<file path="src/rtl/accel_loader.sv">
// Host-side loader: streams headers/payload into the accelerator's instruction and data
// memories and sequences a run. ACCEL_LOADER_CHECKSUM_EN enables the payload XOR checksum.
module accel_loader #(
  parameter int NUM_SIZE   = 16,
  parameter int BUFFER_LEN = 32,
  parameter int ADDR_W     = $clog2(BUFFER_LEN)
) (
  input  logic                clk,
  input  logic                rst,
  input  logic                in_valid,
  output logic                in_ready,
  input  logic [23:0]         in_data,
  output logic                instr_we,
  output logic [ADDR_W-1:0]   instr_addr,
  output logic [23:0]         instr_wdata,
  output logic                mem_we,
  output logic [ADDR_W-1:0]   mem_addr,
  output logic [NUM_SIZE-1:0] mem_wdata,
  output logic                start,
  input  logic                accel_busy,
  input  logic                accel_done,
  output logic                run_done,
  output logic                err,
  output logic [23:0]         checksum
);

  typedef enum logic [2:0] {
    S_IDLE,
    S_LOAD,
    S_RUN_WAIT,
    S_RUN_START,
    S_RUN_BUSY
  } state_t;

  state_t state_q, state_d;

  logic                tgt_q, tgt_d;  // 1 = data memory, 0 = instruction memory
  logic [ADDR_W-1:0]   addr_q, addr_d;
  logic [7:0]          cnt_q, cnt_d;
  logic                in_ready_q, in_ready_d;
  logic                instr_we_q, instr_we_d;
  logic [ADDR_W-1:0]   instr_addr_q, instr_addr_d;
  logic [23:0]         instr_wdata_q, instr_wdata_d;
  logic                mem_we_q, mem_we_d;
  logic [ADDR_W-1:0]   mem_addr_q, mem_addr_d;
  logic [NUM_SIZE-1:0] mem_wdata_q, mem_wdata_d;
  logic                start_q, start_d;
  logic                run_done_q, run_done_d;
  logic                err_q, err_d;

  logic accept;
  assign accept = in_valid && in_ready_q;

  always_comb begin
    state_d       = state_q;
    tgt_d         = tgt_q;
    addr_d        = addr_q;
    cnt_d         = cnt_q;
    instr_we_d    = 1'b0;
    instr_addr_d  = instr_addr_q;
    instr_wdata_d = instr_wdata_q;
    mem_we_d      = 1'b0;
    mem_addr_d    = mem_addr_q;
    mem_wdata_d   = mem_wdata_q;
    start_d       = 1'b0;
    run_done_d    = 1'b0;
    err_d         = err_q;

    unique case (state_q)
      S_IDLE: begin
        if (accept) begin
          unique case (in_data[23:22])
            2'd0, 2'd1: begin
              tgt_d   = in_data[22];
              addr_d  = in_data[ADDR_W+7:8];
              cnt_d   = in_data[7:0];
              state_d = S_LOAD;
            end
            2'd2:    state_d = S_RUN_WAIT;
            default: err_d   = 1'b1;
          endcase
        end
      end
      S_LOAD: begin
        if (accept) begin
          if (tgt_q) begin
            mem_we_d    = 1'b1;
            mem_addr_d  = addr_q;
            mem_wdata_d = in_data[NUM_SIZE-1:0];
          end else begin
            instr_we_d    = 1'b1;
            instr_addr_d  = addr_q;
            instr_wdata_d = in_data;
          end
          addr_d = (addr_q == ADDR_W'(BUFFER_LEN - 1)) ? '0 : addr_q + ADDR_W'(1);
          cnt_d  = cnt_q - 8'd1;
          if (cnt_q == 8'd0) state_d = S_IDLE;
        end
      end
      S_RUN_WAIT: begin
        if (!accel_busy) begin
          start_d = 1'b1;
          state_d = S_RUN_START;
        end
      end
      S_RUN_START: state_d = S_RUN_BUSY;
      S_RUN_BUSY: begin
        if (accel_done) begin
          run_done_d = 1'b1;
          state_d    = S_IDLE;
        end
      end
      default: state_d = S_IDLE;
    endcase

    // in_ready is registered, so it is derived from the state being entered
    in_ready_d = (state_d == S_IDLE) || (state_d == S_LOAD);
  end

  always_ff @(posedge clk) begin
    if (rst) begin
      state_q       <= S_IDLE;
      tgt_q         <= 1'b0;
      addr_q        <= '0;
      cnt_q         <= '0;
      in_ready_q    <= 1'b0;
      instr_we_q    <= 1'b0;
      instr_addr_q  <= '0;
      instr_wdata_q <= '0;
      mem_we_q      <= 1'b0;
      mem_addr_q    <= '0;
      mem_wdata_q   <= '0;
      start_q       <= 1'b0;
      run_done_q    <= 1'b0;
      err_q         <= 1'b0;
    end else begin
      state_q       <= state_d;
      tgt_q         <= tgt_d;
      addr_q        <= addr_d;
      cnt_q         <= cnt_d;
      in_ready_q    <= in_ready_d;
      instr_we_q    <= instr_we_d;
      instr_addr_q  <= instr_addr_d;
      instr_wdata_q <= instr_wdata_d;
      mem_we_q      <= mem_we_d;
      mem_addr_q    <= mem_addr_d;
      mem_wdata_q   <= mem_wdata_d;
      start_q       <= start_d;
      run_done_q    <= run_done_d;
      err_q         <= err_d;
    end
  end

`ifdef ACCEL_LOADER_CHECKSUM_EN
  logic [23:0] checksum_q, checksum_d;

  always_comb begin
    checksum_d = checksum_q;
    if (accept && state_q == S_LOAD) begin
      checksum_d = checksum_q ^ in_data;
    end else if (accept && state_q == S_IDLE && in_data[23:22] == 2'd2) begin
      checksum_d = '0;
    end
  end

  always_ff @(posedge clk) begin
    if (rst) checksum_q <= '0;
    else     checksum_q <= checksum_d;
  end

  assign checksum = checksum_q;
`else
  assign checksum = '0;
`endif

  assign in_ready    = in_ready_q;
  assign instr_we    = instr_we_q;
  assign instr_addr  = instr_addr_q;
  assign instr_wdata = instr_wdata_q;
  assign mem_we      = mem_we_q;
  assign mem_addr    = mem_addr_q;
  assign mem_wdata   = mem_wdata_q;
  assign start       = start_q;
  assign run_done    = run_done_q;
  assign err         = err_q;

endmodule

</file>
<file path="config.mk">
export PLATFORM = sky130hd
export DESIGN_NAME = accel_loader
export DESIGN_NICKNAME = d
export VERILOG_FILES = /design/src/rtl/accel_loader.sv
export SDC_FILE = /design/constraint.sdc
export NUM_CORES = 1
export LEC_CHECK = 0
export CAP_MARGIN = 20
export CORE_UTILIZATION = 45
export DETAILED_ROUTE_END_ITERATION = 7
export PLACE_DENSITY_LB_ADDON = 0.08
export SLEW_MARGIN = 20
export SYNTH_ARGS = -nofsm -noshare
export SYNTH_HDL_FRONTEND = slang
export SYNTH_SLANG_ARGS = --single-unit
export TNS_END_PERCENT = 10
</file>
<file path="constraint.sdc">
create_clock -name clk -period 2.17 [get_ports clk]
set_clock_uncertainty 0.1 [all_clocks]
set_input_delay 0.434 -clock clk [delete_from_list [all_inputs] [get_ports clk]]
set_output_delay 0.434 -clock clk [all_outputs]
set_load 0.1 [all_outputs]
</file>
# After elaboration in Yosys (flattened, before gate mapping)
# Cells that the tools add are included.
[word_totals]
ff_bits = 73
out_inout_bits = 80
[op_classes]
mux = 20
bitwise_logic = 6
eq_ne = 11
reduce_logical = 17
n_addsub = 2
[op_table]
columns = ["op", "n"]
rows = [
  ["$mux 8", 3],
  ["$mux 5", 4],
  ["$pmux 8 s2", 1],
  ["$mux 3", 5],
  ["$pmux 3 s5", 1],
  ["$reduce_and 3->1", 4],
  ["$pmux 5 s2", 1],
  ["$logic_not 8->1", 1],
  ["$sub 8x1->8 const B", 1],
  ["$eq 3x1->1 const B", 2],
  ["$eq 3x2->1 const B", 2],
  ["$logic_not 3->1", 2],
  ["$not 1->1", 6],
  ["$pmux 3 s2", 1],
  ["$reduce_or 2->1", 3],
  ["$reduce_or 3->1", 2],
  ["$add 5x1->5 const B", 1],
  ["$eq 5x5->1 const B", 1],
  ["$mux 1", 4],
  ["$ne 2x2->1 const B", 2],
  ["$reduce_and 4->1", 1],
  ["$eq 3x3->1 const B", 1],
  ["$eq 2x1->1 const B", 1],
  ["$eq 2x2->1 const B", 1],
  ["5 further kinds", 5],
]

# Depth between registers and ports, before layout
[depth]
depth_word = 7
mapped_depth = 7

# Worst setup path before layout
# No wires, ideal clock.
[synth_path]
path_kind = "register to register"
from = "register in_ready_q, in the netlist in_ready"
to = "register cnt_q[0]"
t_arrival_ps = 2016
slack_ps = -21
path_buffers = 3
stages_incl_launch_ff = 8
required_time_ps = 1996
cell_sequence = "dfxtp_1 and2_1 clkbuf_1 and3_1 buf_2 buf_4 nand3_1 a31oi_1"
[synth_via]
elab_chain_cells = 3
word_cells_on_any_way = 4
classes_between = "eq/ne (2); reduce/logical (2)"
[synth_rtl]
columns = ["element", "line", "text"]
rows = [
  ["from (decl)", "40", "logic in_ready_q, in_ready_d;"],
  ["from (signal assigned)", "141", "in_ready_q <= in_ready_d;"],
  ["$logic_and 1x1->1 (*)", "52", "assign accept = in_valid && in_ready_q;"],
  ["$ne 2x2->1 (no source line)", "-", ""],
  ["$reduce_and 4->1 (no source line) (*)", "-", ""],
  ["to (signal assigned)", "140", "cnt_q <= cnt_d;"],
  ["to (decl)", "39", "logic [7:0] cnt_q, cnt_d;"],
]
# Mark *: on every way between the ends. The rest lies on a longest branch, timed or not.
# A chain may end at the register's enable or synchronous reset.

# Worst setup path in the final report
[layout_path]
from = "input in_valid"
to = "register addr_q[1]"
[layout_via]
elab_chain_cells = 3
word_cells_on_any_way = 4
classes_between = "eq/ne (2); reduce/logical (2)"
[layout_rtl]
columns = ["element", "line", "text"]
rows = [
  ["from (decl)", "10", "input logic in_valid,"],
  ["$logic_and 1x1->1 (*)", "52", ""],
  ["$ne 2x2->1 (no source line)", "-", ""],
  ["$reduce_and 4->1 (no source line) (*)", "-", ""],
  ["to (signal assigned)", "139", "addr_q <= addr_d;"],
  ["to (decl)", "38", "logic [ADDR_W-1:0] addr_q, addr_d;"],
]
# Marks and branches as above.

==> flow_summary_export.csv <==
group,metric,value,unit
routing,wl_per_cell,13.2,um
clock_tree,ctsResizeCount,0,
cells_and_area,flow.area_growth_from_synthesis,29.1,%
cells_and_area,ff_latch_area,1460,sq um
worst_setup_path,start_kind,"primary input",
sta,maxSlewViolCount,0,
hold_path,hp-class,"primary input to register",
routing,dr_total_vias,2803,
worst_setup_path,endpoint_kind,"register",
routing,wirelength,7400,um
logic_synthesis,yosys.area.top_type_share,46.5,%
cells_and_area,fillers,650,
floorplanning,pin_count,109,
grt,overflow,0,
power,p_per_area,751,nW/um^2
logic_synthesis,async_flop_share,0,%
cells_and_area,antenna_cells,0,
sta,slew_headroom,59.1,%
clock_tree,cts_tree,"done",
logic_synthesis,yosysMostFrequentCell,"nand2_1",
cells_and_area,multiInputGateArea,1410,sq um
routing,drcViolationCount,0,
logic_synthesis,synthFlopType,"dfxtp_1",
logic_synthesis,synth_area_leaders,"dfxtp_1, nand2_1, a21oi_1, buf_4, nor2_1",
logic_synthesis,synth_top_cell_by_area,"dfxtp_1",
logic_synthesis,ys_warn_count,0,
cells_and_area,layout.nets,507,
clock_tree,hold_buffers,0,
grt,grt_pass1_vias,2370,
worst_setup_path,critPathKind,"primary input to register",
run,maxCapViolations,0,
clock_tree,clk_path_buf_depth,2,
worst_setup_path,worstPathMaxFanout,14,
clock_tree,clock_sinks,73,
sta,rsz0062_at_grt,"no",
grt,grtUsageTotal,20.3,%
logic_synthesis,synth_edf_count,0,
power,finalPower,0.00305,W
logic_synthesis,synth.cell_area,3140,sq um
sta,period_needed,1.77,ns
logic_synthesis,synth_top_cells_by_count,"nand2_1, dfxtp_1, a21oi_1, buf_4, nor2_1",
cells_and_area,drive_above_1_share,20.6,%
place,port_buffers,84,
place,place_congestion,0.824,
floorplanning,start_util,46.5,%
logic_synthesis,yosys_register_bits,73,
clock_tree,cts_root_buf,"clkbuf_8",
sta,setup_viol,0,
sta,hold_viol,0,
routing,first_pass_iters,4,
grt,grt_max_degree,31,
routing,antenna_left,0,
place,dp_hpwl,5080,um
power,p_leak,1.63,nW
clock_tree,htreeDepth,3,
sta,clock.fmax,566,MHz
outcome,status,"completed",
worst_setup_path,cp.arrival,1.90,ns
clock_tree,clk_pin_slew_worst_paths,0.08,ns
floorplanning,die_area,7320,sq um
routing,drt_iter0_drc,173,
logic_synthesis,syn_inst,393,
sta,post-route-period-util,81.4,%
floorplanning,std_cell_rows,30,
logic_synthesis,syn_avg_cell_area,7.99,sq um
worst_setup_path,crit_required,2.31,ns
cells_and_area,layoutNonFillerInstCount,560,
grt,grt_pass1_wl,11600,um
clock_tree,clkLatencyLatePin,0.34,ns
floorplanning,fp.dieH,85.5,um
place,place_inst,544,
floorplanning,core_area,6760,sq um
routing,vias_per_cell,5.01,
clock_tree,postCtsSetupBuffers,0,
logic_synthesis,ys_seq_area_share,46.5,%
sta,holdWs,0.321,ns
grt,antenna_found_initial,0,
clock_tree,cts_buffers,9,
power,ir_worst_vdd,0.381,mV
floorplanning,die_w,85.5,um
sta,setup_tns,0,ns
logic_synthesis,ys_types,49,
sta,tightest_slew,0.609,ns
-- flip-flops by register name (all words and copies together), names as in the netlist --
register	count
mem_we	1
in_ready	1
state_q	3
addr_q	5
cnt_q	8
instr_addr	5
instr_wdata	24
instr_we	1
mem_wdata	16
run_done	1
err	1
mem_addr	5
start	1
tgt_q	1
-- worst paths after layout --
kind	endpoint	slack, ns	startpoint	depth (start not counted)
worst max-delay path	addr_q[1]$_SDFFE_PP0P_	0.40	in_valid	6
worst min-delay path	tgt_q$_SDFFE_PP0P_	0.32	rst	2
worst max register to register	addr_q[2]$_SDFFE_PP0P_	0.48	state_q[1]$_SDFF_PP0_	4
worst min register to register	instr_wdata[15]$_SDFFE_PP0P_	0.36	instr_wdata[15]$_SDFFE_PP0P_	2
-- cell usage in the layout (no fill, tap or decap), types with 2 or more instances in the layout --
cell / instances
conb_1: 24
buf_4: 68
clkdlybuf4s50_1: 27
clkbuf_8: 10
a21o_1: 2
nor3_1: 4
dfxtp_1: 72
nand3_1: 5
ha_1: 3
nand2_1: 117
and3_1: 2
o211ai_1: 2
buf_12: 3
a311oi_1: 2
o21ai_0: 8
clkinvlp_4: 3
nand3b_1: 2
inv_1: 8
nor2_1: 18
o31a_1: 2
o32ai_1: 3
a31oi_1: 3
a21oi_1: 61
-- area by class of cell --
type	instances	share of cell area, %
multi-input cells	284	34.8
inverters	8	0.741
clock buffers	10	3.40
repair buffers	99	20.9
flip-flops and latches	73	36.1
well taps	80	2.47
clock inverters	6	1.64
-- metrics by stage --
stage,worst slack (ns),utilization (%),area [sq um]
after floorplan,0.307,-,3230
after global placement,0.200,57.0,3850
after detailed placement,0.0473,57.0,3850
after CTS,0.406,60.0,4050
after global routing,0.336,60.0,4050
final,0.404,60.0,4050
-- where the power goes --
| group | leakage, nW | switching (W) | internal, W | total (W) |
|---|---|---|---|---|
| combinational | 0.949 | 0.000429 | 0.000143 | 0.000571 |
| clock | 0.0949 | 0.000521 | 0.000564 | 0.00108 |
| sequential | 0.590 | 0.0000221 | 0.00137 | 0.00139 |
| total | 1.63 | 0.000971 | 0.00207 | 0.00305 |
-- routing by layer --
| metal | vias to the layer above | global-route usage (%) | routed length [um] |
|---|---|---|---|
| met4 | 0 | 8.94 | 75 |
| li1 | 1427 | - | - |
| met3 | 7 | 4.33 | 310 |
| met1 | 1294 | 28.7 | 3640 |
| met2 | 75 | 29.7 | 3370 |
| met5 | - | 0 | 0 |
-- cells by family after synthesis --
kind of cell,after synthesis,share of synthesized area [%]
simple gates,164,23.1
compound gates,90,16.6
flops,73,46.5
buf+inv,59,11.6
fa+ha+maj,3,1.20
mux,2,0.677
other cells,1,0.119
xor+xnor,1,0.279
-- critical path, cell delays in order --
cell	delay, ns
clkdlybuf4s50_1	0.47
and2_1	0.26
and3_1	0.26
buf_12	0.15
nor2_1	0.05
a311oi_1	0.29
(Power assumes the default switching activity.)
